**config.mk**
```make
export PLATFORM = sky130hd
export DESIGN_NAME = instr_fetch
export DESIGN_NICKNAME = d
export VERILOG_FILES = /design/src/rtl/cpu_pkg.sv /design/src/rtl/program_counter.sv /design/src/rtl/instr_fetch.sv
export SDC_FILE = /design/constraint.sdc
export NUM_CORES = 1
export LEC_CHECK = 0
export CORE_UTILIZATION = 44
export DETAILED_ROUTE_END_ITERATION = 10
export GPL_ROUTABILITY_DRIVEN = 0
export GPL_TIMING_DRIVEN = 1
export PLACE_DENSITY = 0.8
export SYNTH_ARGS = -nofsm -noshare
export SYNTH_HDL_FRONTEND = slang
export SYNTH_HIERARCHICAL = 1
export SYNTH_SLANG_ARGS = --single-unit
```
**constraint.sdc**
```tcl
create_clock -name clk -period 2.6 [get_ports clk]
set_input_delay 0.52 -clock clk [delete_from_list [all_inputs] [get_ports clk]]
set_output_delay 0.52 -clock clk [all_outputs]
set_load 0.01 [all_outputs]
```
**src/rtl/cpu_pkg.sv**
```systemverilog
// cpu_pkg: definitions shared by the fetch, decode and execute stages.
//   - Program address and instruction word widths.
//   - Instruction field positions. The jump target lives in bits [7:0].
//   - Opcode and condition codes, used by decode/execute only.
//   - Fetch FSM state encoding.
package cpu_pkg;

  localparam int ADDR_W  = 8;
  localparam int INSTR_W = 35;

  // Instruction field layout
  localparam int OPC_MSB  = 34;
  localparam int OPC_LSB  = 30;
  localparam int COND_MSB = 29;
  localparam int COND_LSB = 27;
  localparam int TGT_MSB  = 7;
  localparam int TGT_LSB  = 0;

  localparam logic [4:0] OP_NOP = 5'h00;
  localparam logic [4:0] OP_MOV = 5'h01;
  localparam logic [4:0] OP_ACC = 5'h02;
  localparam logic [4:0] OP_JMP = 5'h03;

  localparam logic [2:0] CC_ALWAYS = 3'd0;
  localparam logic [2:0] CC_ZERO   = 3'd1;
  localparam logic [2:0] CC_NZERO  = 3'd2;

  typedef enum logic [1:0] {
    S_RUN    = 2'd0,
    S_DRAIN  = 2'd1,
    S_HALTED = 2'd2
  } fetch_state_t;

endpackage

```
**src/rtl/program_counter.sv**
```systemverilog
// program_counter: fetch PC register.
//   clk, rst_n : clock, asynchronous active-low reset
//   jump       : load target this edge (has priority over step)
//   target     : jump destination
//   step       : advance by PC_STEP this edge (wraps mod 2^ADDR_W)
//   pc         : current fetch PC
module program_counter #(
  parameter int ADDR_W   = 8,
  parameter int RESET_PC = 0,
  parameter int PC_STEP  = 1
) (
  input  logic              clk,
  input  logic              rst_n,
  input  logic              jump,
  input  logic [ADDR_W-1:0] target,
  input  logic              step,
  output logic [ADDR_W-1:0] pc
);

  always_ff @(posedge clk or negedge rst_n) begin
    if (!rst_n)
      pc <= ADDR_W'(RESET_PC);
    else if (jump)
      pc <= target;
    else if (step)
      pc <= pc + ADDR_W'(PC_STEP);
  end

endmodule

```
**src/rtl/instr_fetch.sv**
```systemverilog
// instr_fetch: CPU fetch stage.
//   Drives the ROM address from the fetch PC and captures the combinational
//   ROM word into the instruction register (ir/ir_pc). Downstream takes ir
//   with an ir_valid/ir_ready handshake. Execute can redirect fetch. A
//   halt_req level drains the IR and stops fetching until a resume pulse.
// Ports:
//   clk, rst_n        : clock, asynchronous active-low reset
//   rom_addr/rom_data : program ROM interface (data is combinational)
//   ir, ir_pc         : instruction register and the address it came from
//   ir_valid/ir_ready : handshake to decode/execute
//   redirect/_target  : jump request from execute
//   halt_req, resume  : halt level, resume pulse
//   halted            : fetch stopped with the IR drained
//   fetch_count       : number of completed handshakes (wrapping)
module instr_fetch #(
  parameter int ADDR_W   = cpu_pkg::ADDR_W,
  parameter int INSTR_W  = cpu_pkg::INSTR_W,
  parameter int RESET_PC = 0,
  parameter int PC_STEP  = 1,
  parameter int CNT_W    = 16
) (
  input  logic               clk,
  input  logic               rst_n,
  output logic [ADDR_W-1:0]  rom_addr,
  input  logic [INSTR_W-1:0] rom_data,
  output logic [INSTR_W-1:0] ir,
  output logic [ADDR_W-1:0]  ir_pc,
  output logic               ir_valid,
  input  logic               ir_ready,
  input  logic               redirect,
  input  logic [ADDR_W-1:0]  redirect_target,
  input  logic               halt_req,
  input  logic               resume,
  output logic               halted,
  output logic [CNT_W-1:0]   fetch_count
);
  import cpu_pkg::*;

  fetch_state_t state;

  logic accept;
  logic jump;
  logic load;

  assign accept = ir_valid & ir_ready;
  // A halted fetch unit ignores redirects entirely.
  assign jump   = redirect & (state != S_HALTED);
  // Redirect wins over load: the cycle after a jump is always a bubble.
  assign load   = (state == S_RUN) & (!ir_valid | accept) & !redirect;

  program_counter #(
    .ADDR_W  (ADDR_W),
    .RESET_PC(RESET_PC),
    .PC_STEP (PC_STEP)
  ) u_pc (
    .clk   (clk),
    .rst_n (rst_n),
    .jump  (jump),
    .target(redirect_target),
    .step  (load),
    .pc    (rom_addr)
  );

  // IR stage: capture the ROM word; a jump flushes even an accepted IR
  always_ff @(posedge clk or negedge rst_n) begin
    if (!rst_n) begin
      ir       <= '0;
      ir_pc    <= '0;
      ir_valid <= 1'b0;
    end else if (jump) begin
      ir_valid <= 1'b0;
    end else if (load) begin
      ir       <= rom_data;
      ir_pc    <= rom_addr;
      ir_valid <= 1'b1;
    end else if (accept) begin
      ir_valid <= 1'b0;
    end
  end

  always_ff @(posedge clk or negedge rst_n) begin
    if (!rst_n)
      fetch_count <= '0;
    else if (accept)
      fetch_count <= fetch_count + 1'b1;
  end

  // Halt FSM with registered halted flag
  always_ff @(posedge clk or negedge rst_n) begin
    if (!rst_n) begin
      state  <= S_RUN;
      halted <= 1'b0;
    end else begin
      case (state)
        S_RUN: begin
          // A same-cycle redirect postpones the halt by one cycle.
          if (halt_req && !redirect)
            state <= S_DRAIN;
        end
        S_DRAIN: begin
          if (!halt_req) begin
            state <= S_RUN;
          end else if (!ir_valid || accept || redirect) begin
            state  <= S_HALTED;
            halted <= 1'b1;
          end
        end
        S_HALTED: begin
          if (resume) begin
            state  <= S_RUN;
            halted <= 1'b0;
          end
        end
        default: begin
          state  <= S_RUN;
          halted <= 1'b0;
        end
      endcase
    end
  end

endmodule

```
Yosys cells after proc, flatten, opt, wreduce, memory -nomap -nowiden
Index checks and enable logic that the tools add are counted.
W data, S select, Z words.

storage, ports and cells
  register bits = 71
  bits of input ports = 49

cells by class
  $add $sub $neg = 2
  equality and inequality tests = 8
  multiplexer cells = 14
  bitwise operators = 7
  reduce and logical (&&, ||, !) cells = 11

operators with widths
  cell                     number
  $add A16 B1 Y16 const B  1
  $mux W8                  2
  $add A8 B1 Y8 const B    1
  $mux W2                  4
  $ne A2 B2 Y1 const B     4
  $mux W1                  6
  $pmux W2 S3              1
  $and A1 B1 Y1            4
  $reduce_and A4 Y1        1
  $ne A3 B3 Y1 const B     1
  $pmux W1 S3              1
  $reduce_and A3 Y1        1
  $reduce_bool A3 Y1       1
  $eq A2 B1 Y1 const B     1
  $eq A2 B2 Y1 const B     1
  $logic_not A1 Y1         2
  $logic_not A2 Y1         1
  $logic_or A1 B1 Y1       2
  $ne A2 B1 Y1 const B     1
  $not A1 Y1               2
  $reduce_and A2 Y1        1
  $reduce_bool A2 Y1       1
  $logic_and A1 B1 Y1      1
  $or A1 B1 Y1             1

Logic depth before layout (Yosys ltp)
Gate-level depths: netlist of run 1.

  depth in word-level cells = 6
  depth in mapped cells = 8
  gate-level depth less buffers = 6

Hierarchy
The synthesis of run 1 kept the hierarchy.

modules (own cells, without submodules)
  module           instances  cells an instance  area an instance (µm²)
  instr_fetch      1          167                2628.8
  program_counter  1          49                 450.4

Least setup slack after synthesis of run 1
Ideal clock, no wire load.

  path kind = input -> register
  start point = input redirect
  end point = register u_pc.pc[5]
  arrival = 1.900 ns
  data required time = 2.531 ns
  slack = 0.631 ns
  stages on the path = 8
  path through = nor2_1 nand3b_4 buf_6 inv_1 buf_4 nand4_4 or4_1 nand3_1

on the way
  longest elaborated chain between the ends = 3
  elaborated cells on any way between the ends = 5
  classes of those cells = mux (1); bitwise (2); reduce/logical (2)

ends and longest elaborated chain
  element                              line                   RTL
  start: declaration                   instr_fetch.sv:30      input logic redirect,
  $logic_not A1 Y1                     instr_fetch.sv:49      assign load = (state == S_RUN) & (!ir_valid | accept) & !redirect;
  $and A1 B1 Y1                        instr_fetch.sv:49
  via load                             instr_fetch.sv:43      logic load;
  $reduce_bool A2 Y1 (no source line)  -
  end signal: assignment               program_counter.sv:22  pc <= ADDR_W'(RESET_PC);
  end signal: assignment               program_counter.sv:24  pc <= target;
  end signal: assignment               program_counter.sv:26  pc <= pc + ADDR_W'(PC_STEP);
  end: declaration                     program_counter.sv:17  output logic [ADDR_W-1:0] pc

The timed path passes the listed nets, and every way through them passes these cells.
A chain may end at the register's enable or synchronous reset.

Worst setup path in the final report of run 1
  start point = input ir_ready
  end point = register u_pc.pc[7]

on the way
  longest elaborated chain between the ends = 5

ends and longest elaborated chain
  element                              line               RTL
  start: declaration                   instr_fetch.sv:29  input logic ir_ready,
  $and A1 B1 Y1                        instr_fetch.sv:45  assign accept = ir_valid & ir_ready;
  $or A1 B1 Y1                         instr_fetch.sv:49
  $and A1 B1 Y1 (2 in a row)           instr_fetch.sv:49
  via load                             instr_fetch.sv:43
  $reduce_bool A2 Y1 (no source line)  -

The timed path passes the listed nets, and every way through them passes these cells.

==> out/results.txt, run 1 <==
number of synthesized flops with an enable pin - 0
post-detail-place hpwl - 4.45 mm
DRT Pass-1 Iters - 4
Synth top area share - 0.577
largest net degree at the start of global routing - 72
Chip Height - 85.7 um
Sw Share - 0.278
Max FO, Critical Path - 6
core box area - 0.00679 mm2
placed instance area - 0.00433 mm2
Final ANT Viol Nets - 0
# clock sinks - 71
IO Port Bufs - 117
first-pass GRT wire length - 10.8 mm
Critical Path RT - 2.87 ns
FMAX - 476 MHz
Crit Path Category - primary input to register
Detailed Route WL - 6.45 mm
Slew headroom - 0.429
cells after synthesis - 216
top_reg_cell synth - dfrtp_1
clock buffer count from CTS - 9
Synth Net Count - 267
die area - 0.00734 mm2
Cell Pwr Density - 823 mW/mm2
top cells by area, synth - dfrtp_1 (58%), mux2_4 (14%), mux2_2 (5.5%)
sequential share of power - 0.415
Mapped Area - 0.00308 mm2
H-tree Lvls - 3
DR DRC count - 0
Yosys warnings - 6
most used routing layer - met2
Setup crit start kind - primary input
switching power - 1.04 mW
Yosys cell types - 34
RSZ-0062 raised after global routing - no
leakage power - 2.01 nW
Final Hold Vio Count - 0
Die W - 85.7 um
routed vias - 2104
Area Growth Syn to Fin - 48.0%
fillers - 541
commonest cells after routing, fill and taps aside - clkdlybuf4s50_1 (116), dfrtp_1 (71), mux2_4 (29), nand2_1 (19), mux2_2 (15)
setup bufs post-CTS - 0
synthesized area per cell - 14.3 um2
area leader, netlist - dfrtp_1
initial antenna violation count - 0
skew final - 0.00803 ns
internal power - 2.71 mW
num rows - 30
nets - 389
Seq. cell area - 0.00178 mm2
outcome - finished clean
1st-iter DRT viols - 94
asr flop ratio synth - 1.00
Clock power frac - 0.268
CTS Hold Bufs - 0
Final period util - 0.808
Slew Viols, Final - 0
slew at the pin with the worst max-slew slack - 0.857 ns
met3 usage - 0.0529
layout cells sized above 1 - 0.210
Top Ports - 118
HP Class - primary input to async pin
Total GRT Usage - 0.189
crit path DAT - 2.37 ns
grt met2 use - 0.294
routing usage on met1 - 0.251
Critical Path End Type - register
Vias/cell - 4.79
Comb power frac - 0.316
fin area - 0.00456 mm2
number of global-route vias before repair - 2217
# diodes - 0
CTS resizes - 0
remaining global-route overflow - 0
worst-case vdd ir drop - 0.462 mV
register area share after synthesis - 0.577
Setup violations, final - 0
clk slew on worst S/H paths - 0.08 ns
CTS tree - yes
WL per Instance - 14.7 um
time the worst path needs with I/O delays and setup - 2.10 ns
commonest non-fill, non-tap cell in the layout - clkdlybuf4s50_1
Starting Density - 0.453
setup TNS - 0 ns
area occupied by multi-input gates - 0.00123 mm2
Max-Cap Viols - 0
CTS Root Cell - clkbuf_8
Worst-Skew Late Latency - 0.34 ns
#FFs+latches synth - 71
Clock Tree Buf Depth - 2
final timing paths:
path                                       from         endpoint  slack [ns]  cells past startpoint
worst max-delay path                   ir_ready       u_pc/pc[7]        0.50                      7
worst min-delay path                      rst_n   fetch_count[7]        0.30                      1
worst max register to register         state[1]       u_pc/pc[7]        0.72                      6
worst min register to register  fetch_count[15]  fetch_count[15]        0.48                      1
max in group asynchronous                 rst_n         ir_pc[0]        1.75                      1
min in group clk                fetch_count[15]  fetch_count[15]        0.48                      1
sequential cells by signal, indices dropped and copies added (netlist names):
name / cells
halted: 1
u_pc/pc: 8
state: 2
ir: 35
ir_pc: 8
fetch_count: 16
ir_valid: 1
cell type report:
class / instances / share of cell area
flip-flops and latches: 71 / 0.390
multi-input cells: 136 / 0.271
repair buffers: 118 / 0.261
clock buffers: 11 / 0.0332
well taps: 96 / 0.0264
clock inverters: 5 / 0.0173
inverters: 2 / 0.00165
logic make-up after synthesis:
family,share of synthesized area
DFF,0.577
xor gates and xnor gates,0.0540
muxes,0.200
adders and majority gates,0.00813
and+or+nand+nor,0.117
buffers and inverters,0.0219
AOI/OAI and AO/OA,0.0223
layer usage:
layer | part of all wire | wire (um)
met1 | 0.45 | 2870
met4 | 0.018 | 117
met5 | 0 | 0
met2 | 0.47 | 3020
met3 | 0.068 | 441
power by group through the flow:
stage	Sequential [mW]	Combinational, mW	Clock (mW)
after floorplan	1.67	0.422	0
after global placement	1.56	1.17	0
after detailed placement	1.58	1.20	0
after CTS	1.56	1.20	1.03
after global routing	1.59	1.27	1.09
final	1.56	1.19	1.01
synthesized netlist by cell type (3+ instances only):
cell and count:
buf_6 4, nor2_1 4, nand4_1 4, mux2_2 15, nor2b_1 4, xnor2_1 10
nand3_1 8, dfrtp_1 71, o21ai_0 9, nand2_1 19, mux2_4 29, xor2_1 9
or4_1 3
worst max-delay path, cell delays in order:
cell and delay (ns):
clkdlybuf4s50_1 0.55, nand2b_2 0.21, nand3b_4 0.11, inv_1 0.23, nand4_4 0.15, or4_1 0.50, nand3_1 0.10
per-stage QoR:
| step | power [mW] | setup WS [ns] | hold slack (ns) | std cells | utilization |
|---|---|---|---|---|---|
| floorplan | 2.09 | 0.631 | 0.224 | 216 | - |
| global placement | 2.73 | 0.243 | 0.462 | 423 | 0.637 |
| detailed placement | 2.77 | 0.153 | 0.470 | 423 | 0.637 |
| CTS | 3.80 | 0.528 | 0.325 | 439 | 0.671 |
| global route | 3.95 | 0.420 | 0.366 | 439 | 0.671 |
| finish | 3.75 | 0.499 | 0.300 | 439 | 0.671 |
No activity file was read; power rests on OpenSTA's default activity.
==> run 2: changes to the inputs <==
--- a/config.mk
+++ b/config.mk
@@ -5,11 +5,11 @@
 export SDC_FILE = /design/constraint.sdc
 export NUM_CORES = 1
 export LEC_CHECK = 0
-export CORE_UTILIZATION = 44
+export CORE_UTILIZATION = 40
 export DETAILED_ROUTE_END_ITERATION = 10
 export GPL_ROUTABILITY_DRIVEN = 0
 export GPL_TIMING_DRIVEN = 1
-export PLACE_DENSITY = 0.8
+export PLACE_DENSITY = 0.77
 export SYNTH_ARGS = -nofsm -noshare
 export SYNTH_HDL_FRONTEND = slang
 export SYNTH_HIERARCHICAL = 1
==> constraint.sdc (replaced) <==
create_clock -name clk -period 1.8 [get_ports clk]
set_input_delay 0.36 -clock clk [delete_from_list [all_inputs] [get_ports clk]]
set_output_delay 0.36 -clock clk [all_outputs]
set_load 0.01 [all_outputs]
==> out/results.txt, run 2 (same netlist as run 1, synthesis figures left out) <==
1st-iter DRT viols - 75
IO Port Bufs - 117
Hold Path Depth - 2
sequential share of power - 0.414
Worst-Skew Late Latency - 0.34 ns
Worst Path Buf+Inv - 1
commonest non-fill, non-tap cell in the layout - clkdlybuf4s50_1
Top Ports - 118
slowest CP cell - clkdlybuf4s50_1
Crit Path Category - register to output port
commonest cells after routing, fill and taps aside - clkdlybuf4s50_1 (116), dfrtp_1 (64), mux2_4 (29), nand2_1 (19)
skew final - 0.00992 ns
worst hold slack - 0.476 ns
CTS tree - yes
Max-Cap Viols - 0
Detailed Route WL - 6.59 mm
HP Class - register to register
worst-case vdd ir drop - 0.755 mV
core box area - 0.00733 mm2
Clock Tree Buf Depth - 2
num rows - 31
nets - 405
Sw Share - 0.274
CTS Root Cell - clkbuf_8
layout cells sized above 1 - 0.265
hold endpoint - halted
max reg flops - 35
Chip Height - 89.7 um
Die W - 89.7 um
setup bufs post-CTS - 0
DRT Pass-1 Iters - 4
RR Startpoint - state[1]
Reg2Reg Setup Slack - 0.18 ns
Finished Core Util - 0.642
Reg2Reg Depth - 6
die area - 0.00805 mm2
Vias/cell - 4.88
WL per Instance - 14.4 um
crit path DAT - 1.37 ns
Critical Path End Type - output port
Critical Path RT - 1.44 ns
DR DRC count - 0
post-detail-place hpwl - 4.80 mm
Slew Viols, Final - 0
time the worst path needs with I/O delays and setup - 1.73 ns
Clock power frac - 0.265
Total GRT Usage - 0.168
Top Family by Delay on Critical Path - buffers and inverters
FMAX - 579 MHz
Top reg by flops - ir
first-pass GRT wire length - 10.8 mm
internal power - 3.95 mW
Final Non-Filler Cells - 458
Comb power frac - 0.321
Slew headroom - 0.689
Hold Startpoint - halted
remaining global-route overflow - 0
Final period util - 0.959
Max FO, Critical Path - 5
fin area - 0.00471 mm2
top flop regs - ir: 35 flops, fetch_count: 16 flops
routed vias - 2235
Area Growth Syn to Fin - 52.9%
switching power - 1.49 mW
slew at the pin with the worst max-slew slack - 0.467 ns
largest net degree at the start of global routing - 37
total power - 5.44 mW
Setup violations, final - 0
Setup crit start kind - register
clock buffer count from CTS - 9
Levels on crit path - 1
number of global-route vias before repair - 2250
placed instance area - 0.00446 mm2
RSZ-0062 raised after global routing - no
Final Hold Vio Count - 0
leakage power - 2.07 nW
Cell Pwr Density - 1160 mW/mm2
crit-path max cell delay - 0.58 ns
Final ANT Viol Nets - 0
# clock sinks - 71
CP cell instances - clkdlybuf4s50_1
reg2reg end - u_pc/pc[5]
# diodes - 0
Starting Density - 0.420
outcome - finished clean
Post-Place Cells - 441
initial antenna violation count - 0
clk slew on worst S/H paths - 0.08 ns
H-tree Lvls - 3
## run 2: cell count changes in the layout (fill, tap and decap cells not counted), moves of 2 or more
cell,change
dfrtp_2,+7
dfrtp_1,-7
buf_4,+14
clkinvlp_4,+2
## run 2: area by class of cell
| type | instances | area (um2) |
|---|---|---|
| well taps | 99 | 124 |
| inverters | 2 | 7.51 |
| flip-flops and latches | 71 | 1790 |
| multi-input cells | 136 | 1240 |
| clock buffers | 11 | 151 |
| clock inverters | 5 | 80.1 |
| fillers | 530 | 2620 |
| repair buffers | 134 | 1320 |
## run 2: metal layers
layer	share of wire	track usage	routed length [um]
met5	0	0	0
met4	0.014	0.0710	94
met3	0.048	0.0398	317
met2	0.49	0.272	3210
met1	0.45	0.217	2960
## run 2: metrics by stage
stage | worst slack [ns] | TNS, ns
3_3_place_gp | -0.182 | -2.70
4_1_cts | 0.0231 | 0
5_1_grt | 0.0196 | 0
3_5_place_dp | -0.199 | -3.53
2_1_floorplan | 0.00129 | 0
6_report | 0.0737 | 0
## run 2: what timing repair did
action                                 CTS  global route
resized for setup                        2             4
hold buffers                             1             0
setup endpoints to repair                2             4
endpoints found under the hold margin   35             0
## run 2: worst max-delay path by stage
stage	startpoint	end
2_1_floorplan	ir_valid	u_pc/pc[5]
3_3_place_gp	redirect	u_pc/pc[7]
3_5_place_dp	redirect	u_pc/pc[5]
4_1_cts	u_pc/pc[1]	rom_addr[1]
5_1_grt	fetch_count[0]	fetch_count[0]
6_report	fetch_count[0]	fetch_count[0]
## run 2: power by group through the flow
stage,registers [mW],clock network (mW),logic [mW]
floorplan,2.41,0,0.611
global placement,2.26,0,1.74
detailed placement,2.28,0,1.76
CTS,2.25,1.49,1.77
global route,2.31,1.55,1.86
finish,2.25,1.44,1.75
